File: config.mk
export PLATFORM = sky130hd
export DESIGN_NAME = digit_sprite_reader_flat
export DESIGN_NICKNAME = d
export VERILOG_FILES = /design/src/rtl/digit_sprite_reader_if.sv /design/src/rtl/digit_sprite_reader.sv /design/src/flat_wrapper.sv
export SDC_FILE = /design/constraint.sdc
export NUM_CORES = 1
export LEC_CHECK = 0
export ABC_AREA = 1
export BUFFER_PORTS_ARGS = -buffer_cell sky130_fd_sc_hd__buf_2
export CAP_MARGIN = 10
export CELL_PAD_IN_SITES_DETAIL_PLACEMENT = 2
export CELL_PAD_IN_SITES_GLOBAL_PLACEMENT = 2
export CORE_MARGIN = 8
export CORE_UTILIZATION = 30
export DETAILED_ROUTE_END_ITERATION = 8
export PLACE_DENSITY = 0.91
export SLEW_MARGIN = 25
export SYNTH_ARGS = -nofsm -noshare
export SYNTH_HDL_FRONTEND = slang
export SYNTH_SLANG_ARGS = --single-unit
File: constraint.sdc
create_clock -name clk -period 3 [get_ports clk]
set_clock_uncertainty 0.15 [all_clocks]
set_input_delay 0.15 -clock clk [delete_from_list [all_inputs] [get_ports clk]]
set_output_delay 0.15 -clock clk [all_outputs]
set_load 0.03 [all_outputs]
File: src/rtl/digit_sprite_reader_if.sv
// Signal bundle between the scan/placement source, the digit sprite reader,
// the sprite ROM and the pixel mux. "slave" is the reader's view; "master"
// is the view of whatever drives the scan and placement and hosts the ROM.
interface digit_sprite_reader_if #(
  parameter int COORD_W = 10
);
  // placement requests, latched into the reader at frame start
  logic               frame_start;
  logic [COORD_W-1:0] pos_x_in;
  logic [COORD_W-1:0] pos_y_in;
  logic [1:0]         scale_in;
  logic               enable_in;
  // scan position
  logic [COORD_W-1:0] pixel_x;
  logic [COORD_W-1:0] pixel_y;
  logic               video_on;
  // ROM read bus
  logic [4:0]         rom_row;
  logic [4:0]         rom_col;
  logic [11:0]        rom_data;
  // aligned pixel output
  logic [11:0]        pixel_color;
  logic               pixel_hit;
  logic               pixel_valid;

  modport slave (
    input  frame_start, pos_x_in, pos_y_in, scale_in, enable_in,
    input  pixel_x, pixel_y, video_on, rom_data,
    output rom_row, rom_col, pixel_color, pixel_hit, pixel_valid
  );

  modport master (
    output frame_start, pos_x_in, pos_y_in, scale_in, enable_in,
    output pixel_x, pixel_y, video_on, rom_data,
    input  rom_row, rom_col, pixel_color, pixel_hit, pixel_valid
  );
endinterface

File: src/rtl/digit_sprite_reader.sv
// Digit sprite reader: turns the scan position into registered ROM row/col
// addresses for a synchronous sprite ROM, then re-aligns the returned colour
// with a delayed hit/valid pipeline. Placement is double-buffered and only
// swaps at frame start so a sprite never tears mid-frame.
module digit_sprite_reader #(
  parameter int          SPRITE_W     = 25,
  parameter int          SPRITE_H     = 30,
  parameter int          COORD_W      = 10,
  parameter int          ROM_LAT      = 1,
  parameter bit          TRANSP_EN    = 1'b1,
  parameter logic [11:0] TRANSP_COLOR = 12'hFFF
) (
  input logic                   clk,
  input logic                   rst_n,
  digit_sprite_reader_if.slave  bus
);

  localparam int XW = COORD_W + 1;
  typedef logic [XW-1:0] ext_t;

  // active (shadow) placement
  logic [COORD_W-1:0] act_x_q, act_y_q;
  logic [1:0]         act_scale_q;
  logic               act_en_q;

  // stage A
  ext_t               dx, dy, w_lim, h_lim;
  logic               in_box;
  logic [4:0]         row_d, col_d;
  logic [4:0]         rom_row_q, rom_col_q;

  // hit/valid delay line: index 0 is stage A, index ROM_LAT lines up with rom_data
  logic [ROM_LAT:0]   hit_pipe_q, vld_pipe_q;

  // stage B
  logic               transp, hit_d;
  logic [11:0]        color_d;
  logic [11:0]        pixel_color_q;
  logic               pixel_hit_q, pixel_valid_q;

  // Latch requested placement at frame start; scale 3 clamps to x4.
  always_ff @(posedge clk or negedge rst_n) begin
    if (!rst_n) begin
      act_x_q     <= '0;
      act_y_q     <= '0;
      act_scale_q <= '0;
      act_en_q    <= 1'b0;
    end else if (bus.frame_start) begin
      act_x_q     <= bus.pos_x_in;
      act_y_q     <= bus.pos_y_in;
      act_scale_q <= (bus.scale_in == 2'd3) ? 2'd2 : bus.scale_in;
      act_en_q    <= bus.enable_in;
    end
  end

  // Box test at COORD_W+1 bits; the explicit >= guards make any underflow a miss.
  always_comb begin
    dx     = {1'b0, bus.pixel_x} - {1'b0, act_x_q};
    dy     = {1'b0, bus.pixel_y} - {1'b0, act_y_q};
    w_lim  = ext_t'(SPRITE_W) << act_scale_q;
    h_lim  = ext_t'(SPRITE_H) << act_scale_q;
    in_box = bus.video_on & act_en_q &
             (bus.pixel_x >= act_x_q) & (bus.pixel_y >= act_y_q) &
             (dx < w_lim) & (dy < h_lim);
    col_d  = in_box ? 5'(dx >> act_scale_q) : 5'd0;
    row_d  = in_box ? 5'(dy >> act_scale_q) : 5'd0;
  end

  // Stage A registers: ROM address plus the head of the hit/valid delay line.
  always_ff @(posedge clk or negedge rst_n) begin
    if (!rst_n) begin
      rom_row_q  <= '0;
      rom_col_q  <= '0;
      hit_pipe_q <= '0;
      vld_pipe_q <= '0;
    end else begin
      rom_row_q  <= row_d;
      rom_col_q  <= col_d;
      hit_pipe_q <= {hit_pipe_q[ROM_LAT-1:0], in_box};
      vld_pipe_q <= {vld_pipe_q[ROM_LAT-1:0], bus.video_on};
    end
  end

  // Key-colour pixels read as background; colour is forced to 0 on a miss.
  always_comb begin
    transp  = TRANSP_EN && (bus.rom_data == TRANSP_COLOR);
    hit_d   = hit_pipe_q[ROM_LAT] & ~transp;
    color_d = hit_d ? bus.rom_data : 12'h000;
  end

  // Stage B output registers.
  always_ff @(posedge clk or negedge rst_n) begin
    if (!rst_n) begin
      pixel_color_q <= '0;
      pixel_hit_q   <= 1'b0;
      pixel_valid_q <= 1'b0;
    end else begin
      pixel_color_q <= color_d;
      pixel_hit_q   <= hit_d;
      pixel_valid_q <= vld_pipe_q[ROM_LAT];
    end
  end

  assign bus.rom_row     = rom_row_q;
  assign bus.rom_col     = rom_col_q;
  assign bus.pixel_color = pixel_color_q;
  assign bus.pixel_hit   = pixel_hit_q;
  assign bus.pixel_valid = pixel_valid_q;

endmodule

File: src/flat_wrapper.sv
// flat-port wrapper written by rule: the top's interface ports become plain ports
module digit_sprite_reader_flat 
#(
  parameter int          SPRITE_W     = 25,
  parameter int          SPRITE_H     = 30,
  parameter int          COORD_W      = 10,
  parameter int          ROM_LAT      = 1,
  parameter bit          TRANSP_EN    = 1'b1,
  parameter logic [11:0] TRANSP_COLOR = 12'hFFF
)
  (clk, rst_n, bus_frame_start, bus_pos_x_in, bus_pos_y_in, bus_scale_in, bus_enable_in, bus_pixel_x, bus_pixel_y, bus_video_on, bus_rom_data, bus_rom_row, bus_rom_col, bus_pixel_color, bus_pixel_hit, bus_pixel_valid);
  digit_sprite_reader_if #(.COORD_W(COORD_W)) bus_i ();
  input logic clk;
  input logic rst_n;
  input wire logic [$bits(bus_i.frame_start)-1:0] bus_frame_start;
  input wire logic [$bits(bus_i.pos_x_in)-1:0] bus_pos_x_in;
  input wire logic [$bits(bus_i.pos_y_in)-1:0] bus_pos_y_in;
  input wire logic [$bits(bus_i.scale_in)-1:0] bus_scale_in;
  input wire logic [$bits(bus_i.enable_in)-1:0] bus_enable_in;
  input wire logic [$bits(bus_i.pixel_x)-1:0] bus_pixel_x;
  input wire logic [$bits(bus_i.pixel_y)-1:0] bus_pixel_y;
  input wire logic [$bits(bus_i.video_on)-1:0] bus_video_on;
  input wire logic [$bits(bus_i.rom_data)-1:0] bus_rom_data;
  output wire logic [$bits(bus_i.rom_row)-1:0] bus_rom_row;
  output wire logic [$bits(bus_i.rom_col)-1:0] bus_rom_col;
  output wire logic [$bits(bus_i.pixel_color)-1:0] bus_pixel_color;
  output wire logic [$bits(bus_i.pixel_hit)-1:0] bus_pixel_hit;
  output wire logic [$bits(bus_i.pixel_valid)-1:0] bus_pixel_valid;
  assign bus_i.frame_start = bus_frame_start;
  assign bus_i.pos_x_in = bus_pos_x_in;
  assign bus_i.pos_y_in = bus_pos_y_in;
  assign bus_i.scale_in = bus_scale_in;
  assign bus_i.enable_in = bus_enable_in;
  assign bus_i.pixel_x = bus_pixel_x;
  assign bus_i.pixel_y = bus_pixel_y;
  assign bus_i.video_on = bus_video_on;
  assign bus_i.rom_data = bus_rom_data;
  assign bus_rom_row = bus_i.rom_row;
  assign bus_rom_col = bus_i.rom_col;
  assign bus_pixel_color = bus_i.pixel_color;
  assign bus_pixel_hit = bus_i.pixel_hit;
  assign bus_pixel_valid = bus_i.pixel_valid;
  digit_sprite_reader #(.SPRITE_W(SPRITE_W), .SPRITE_H(SPRITE_H), .COORD_W(COORD_W), .ROM_LAT(ROM_LAT), .TRANSP_EN(TRANSP_EN), .TRANSP_COLOR(TRANSP_COLOR)) u_core (.clk(clk), .rst_n(rst_n), .bus(bus_i));
endmodule
==> Yosys cells after proc, flatten, opt, wreduce, memory -nomap -nowiden <==
Index checks and enable logic that the tools add are counted.
Widths: inputs -> output; s select.
{ "word_totals": {"register_bits": 51} }
{ "op_classes": {"n_eq_ne": 2, "shift": 4, "n_addsub": 2, "order_cmp": 4, "bitwise_logic": 7, "mux": 4} }
{ "ops": {"columns": ["cell", "count"], "rows": [
  ["$lt 11x11->1", 2],
  ["$shl 5x2->11 const A", 2],
  ["$shr 11x2->5", 2],
  ["$sub 10x10->11", 2],
  ["$ge 10x10->1", 2],
  ["$eq 12x12->1 const B", 1],
  ["$mux 12", 1],
  ["$mux 5", 2],
  ["$and 1x1->1", 6],
  ["$eq 2x2->1 const B", 1],
  ["$mux 2", 1],
  ["$not 1->1", 1]
]} }

==> Depth between registers and ports, before layout <==
{ "depth": {"word_depth": 6, "depth_mapped": 21} }

==> Worst setup path after synthesis <==
OpenSTA, ideal clock, no wires.
{ "synth_path": {"path_kind": "flip-flop to flip-flop", "from": "reg u_core.act_x_q[0]", "to": "reg u_core.rom_col_q[2], in the netlist u_core.bus.rom_col[2]", "t_arrival_ns": 2.554, "path_stages_with_launch": 20, "path_slack_ns": 0.227, "setup_time_ns": 0.069, "required_ns": 2.781, "cell_sequence": "dfrtp_1 -> ha_1 -> inv_1 -> fa_1 -> nand2_1 -> nand2_1 -> nand4_1 -> nand3b_1 -> and2_1 -> ha_1 -> nand2_1 -> a21oi_1 -> nor2_1 -> nand2_1 -> o21ai_0 -> nand3_1 -> nor2_2 -> nand3_2 -> buf_6 -> nor2_2"} }
{ "synth_via": {"elab_chain_len": 6} }
{ "synth_rtl": {"columns": ["element", "line", "rtl"], "rows": [
  ["start, declared", "digit_sprite_reader.sv:22", "logic [COORD_W-1:0] act_x_q, act_y_q;"],
  ["start signal, assigned", "digit_sprite_reader.sv:49", "act_x_q <= bus.pos_x_in;"],
  ["parallel branches: the longest is 5 deep, another holds $sub 10x10->11", null, null],
  ["$mux 5 (*)", "digit_sprite_reader.sv:65", "col_d = in_box ? 5'(dx >> act_scale_q) : 5'd0;"],
  ["named net u_core.col_d[2]", "digit_sprite_reader.sv:29", "logic [4:0] row_d, col_d;"],
  ["end signal, assigned", "digit_sprite_reader.sv:78", "rom_col_q <= col_d;"],
  ["end, declared", "digit_sprite_reader.sv:30", "logic [4:0] rom_row_q, rom_col_q;"]
]} }
Mark *: on every way through the listed nets, which the timed path passes.
A chain may end at the register's enable or synchronous reset.

==> Worst setup path in the final report <==
{ "layout_path": {"from": "reg u_core.act_x_q[0]", "to": "reg u_core.rom_col_q[0], in the netlist u_core.bus.rom_col[0]"} }
Same word-level chain as after synthesis.

==> qor.yml <==
drtAntennaViolNets: 0
power.density_nw_per_um2: 473
synth_cells: 489
num_antenna_cells: 0
power.switching_mw: 0.956
fin_ws_ns: -0.355
r2r_setup_slack_ns: -0.36
synth_common_cells: "138 x nand2_1, 82 x inv_1, 51 x dfrtp_1"
post_drt_wl_per_cell_um: 20.5
min_from: "bus_pos_y_in[2]"
cts_buffer_depth: 2
grt_overflow_total: 0
htree_levels: 2
finalPower_mw: 2.39
drt_iter0_drc: 148
status: "finished with violations"
min_period_ns: 3.36
met3_usage_pct: 3.96
synthArstFlopShare_pct: 100
min_to: "u_core.act_y_q[2]$_DFFE_PN0P_"
crit_slowest_cell: "fa_2"
p_comb_share_pct: 43.3
worst-r2r-cell-count: 20
first_pass_iters: 4
die_w_um: 124
synth.most_common_cell: "nand2_1"
utilization_pct: 44.1
hold_depth: 3
cts_buffers: 5
start_kind: "register"
top_usage_layer: "met2"
yosys_warnings: 0
crit_fanout: 5
clkSinkCount: 51
grt_pass1_vias: 4637
io_pins: 83
p_leak_nw: 2.77
cp.required_ns: 3.09
drc: 0
synth-seq-cells: 51
synth_ff_type: "dfrtp_1"
path_class: "register to register"
cts-root-buf: "clkbuf_16"
crit_path_end_kind: "register"
gp_routability_congestion: 0.843
rows: 39
reg2reg_to: "u_core.bus.rom_col[0]$_DFF_PN0_"
syn_nets: 587
via_per_inst: 5.02
met2_usage_pct: 36.3
antenna_found_initial: 0
finalWirelength_mm: 15.9
area_delta_synth_final_pct: 43.1
syn_area_per_cell_um2: 7.22
violations: "setup timing"
core-area_um2: 11500
holdCritPathClass: "input pin to register"
synth_top_area_share_pct: 36.1
crit_chain: "ha_2, inv_2, fa_2, nand2_2, nand2_4, nand4_1, nand2_1, nand2_2, and2_4, ha_4, nand2_2, a21oi_2, nor2_1, nand2_1, o21ai_1, nand3_1, nor2_2, nand3_4, buf_16, nor2_4"
peakVddDrop_v: 0.000262
yosys-top-cells-area: "dfrtp_1 36%, nand2_1 15%, ha_1 13%"
max_slew.worst_pin.slew_ns: 0.851
tritoncts: "built"
critPathMaxStageDelay_ns: 0.41
portBuffers: 82
final.period_utilization_pct: 112
drive_above_1_share_pct: 26.9
worst_path_most_repeated_cell: "nand2_2"
switching_share_pct: 40.0
grt_pass1_wl_mm: 24.6
grt_max_degree: 42
maxCapViolCount: 0
stdcell_area_um2: 5050
synth.distinct_cells: 26
synth_edf_count: 0
final_hold_viol_count: 0
die_area_um2: 15500
pwr-share-seq_pct: 30.5
cp_data_arrival_time_ns: 3.45
slew_headroom_pct: 43.2
placed_area_um2: 4160
clkLatencyLatePin_ns: 0.32
cts.clk_slew.worst_paths_ns: 0.09
netlist_area_um2: 3530
initial_core_util_pct: 30.8
track_usage_pct: 19.6
use_met1_pct: 21.4
setup_viol: 11
final_nets: 732
clock.fmax_ghz: 0.298
cellInternalPower_mw: 1.43
reg2reg_from: "u_core.act_x_q[0]$_DFFE_PN0P_"
seq_area_frac_synth_pct: 36.1
fp.dieH_um: 124
place_hpwl_mm: 9.83
clkPwrFrac_pct: 26.2
timing.hold.ws_ns: 0.00224
rsz0062_at_grt: "true"
final-max-slew-violation-count: 0
synth_top_area_cell: "dfrtp_1"
place_ws_ns: -0.150
vias: 3909
worst max path at each step:
| stage | start | to | slack (ns) | cells after the start |
|---|---|---|---|---|
| floorplan | u_core.act_x_q[0]$_DFFE_PN0P_ | u_core.bus.rom_col[2]$_DFF_PN0_ | 0.23 | 19 |
| global placement | u_core.act_y_q[0]$_DFFE_PN0P_ | u_core.bus.rom_row[4]$_DFF_PN0_ | 0.04 | 19 |
| detailed placement | u_core.act_x_q[0]$_DFFE_PN0P_ | u_core.bus.rom_col[1]$_DFF_PN0_ | -0.15 | 18 |
| CTS | u_core.act_y_q[0]$_DFFE_PN0P_ | u_core.bus.rom_row[0]$_DFF_PN0_ | -0.02 | 19 |
| global route | u_core.act_x_q[4]$_DFFE_PN0P_ | u_core.bus.rom_col[0]$_DFF_PN0_ | -0.54 | 20 |
| finish | u_core.act_x_q[0]$_DFFE_PN0P_ | u_core.bus.rom_col[0]$_DFF_PN0_ | -0.36 | 20 |
worst max-delay path, delay by kind of cell, from the launching register on:
family	cells	cell delay, ns
fa+ha+maj	3	0.82
simple gates	13	1.44
buf+inv	2	0.24
flops	1	0.37
compound gates	2	0.24
layout by cell type (no fill, tap or decap), drive strengths merged, types with 2 or more instances in the layout:
cell type    Yosys  final
a21oi           20     20
and2             5      5
buf              1    111
clkbuf           9      5
clkinv           1      2
dfrtp           51     51
dlygate4sd3      0     37
fa               2      2
ha              37     37
inv             82     83
nand2          139    139
nand3           37     37
nand3b           2      2
nand4            8      8
nor2            49     49
nor4             3      3
o211ai           2      2
o21ai           32     32
xor2             5      5
power by group through the flow:
stage	sequential [mW]	clock, mW	combinational (mW)
after floorplan	0.741	0	0.488
after global placement	0.738	0	0.692
after detailed placement	0.741	0	0.754
after CTS	0.728	0.632	0.925
after global routing	0.731	0.659	1.13
final	0.729	0.626	1.04
routing by layer:
metal / up-vias / part of all wire, %
li1: 1821 / -
met3: 30 / 4.1
met5: - / 0
met4: 0 / 2.9
met2: 114 / 53
met1: 1944 / 40
stage by stage:
step,TNS (ns),cells
after global routing,-5.76,778
after CTS,-0.0766,774
after detailed placement,-1.32,714
after global placement,0,714
final,-3.77,778
after floorplan,0,489
registers in the layout (all words and copies together) (netlist names):
| name | cells |
|---|---|
| u_core.bus.pixel_valid | 1 |
| u_core.act_scale_q | 2 |
| u_core.bus.pixel_hit | 1 |
| u_core.vld_pipe_q | 2 |
| u_core.bus.rom_col | 5 |
| u_core.act_x_q | 10 |
| u_core.act_y_q | 10 |
| u_core.bus.pixel_color | 12 |
| u_core.act_en_q | 1 |
| u_core.hit_pipe_q | 2 |
| u_core.bus.rom_row | 5 |
layout make-up:
cell class	count	area, µm²
Clock buffer	5	125
Tap cell	143	179
Clock inverter	3	27.5
Multi-Input combinational cell	345	2100
Sequential cell	51	1280
Inverter	83	317
Fill cell	1286	6410
Timing Repair Buffer	148	1030
cell families after synthesis:
family | Yosys count | synth area share (%)
simple gates | 245 | 29.9
buf+inv | 93 | 10.1
compound gates | 56 | 8.33
flops | 51 | 36.1
fa+ha+maj | 39 | 14.2
xor+xnor | 5 | 1.24
what timing repair did:
item / in CTS / in global routing
setup buffers: 14 / 4
endpoints found under the setup margin: 11 / 11
resized for setup: 36 / 16
hold buffers: 37 / 0
endpoints found under the hold margin: 69 / 0
gates cloned: 1 / 0
pin swaps: 9 / 10
No activity file was read; power rests on OpenSTA's default activity.
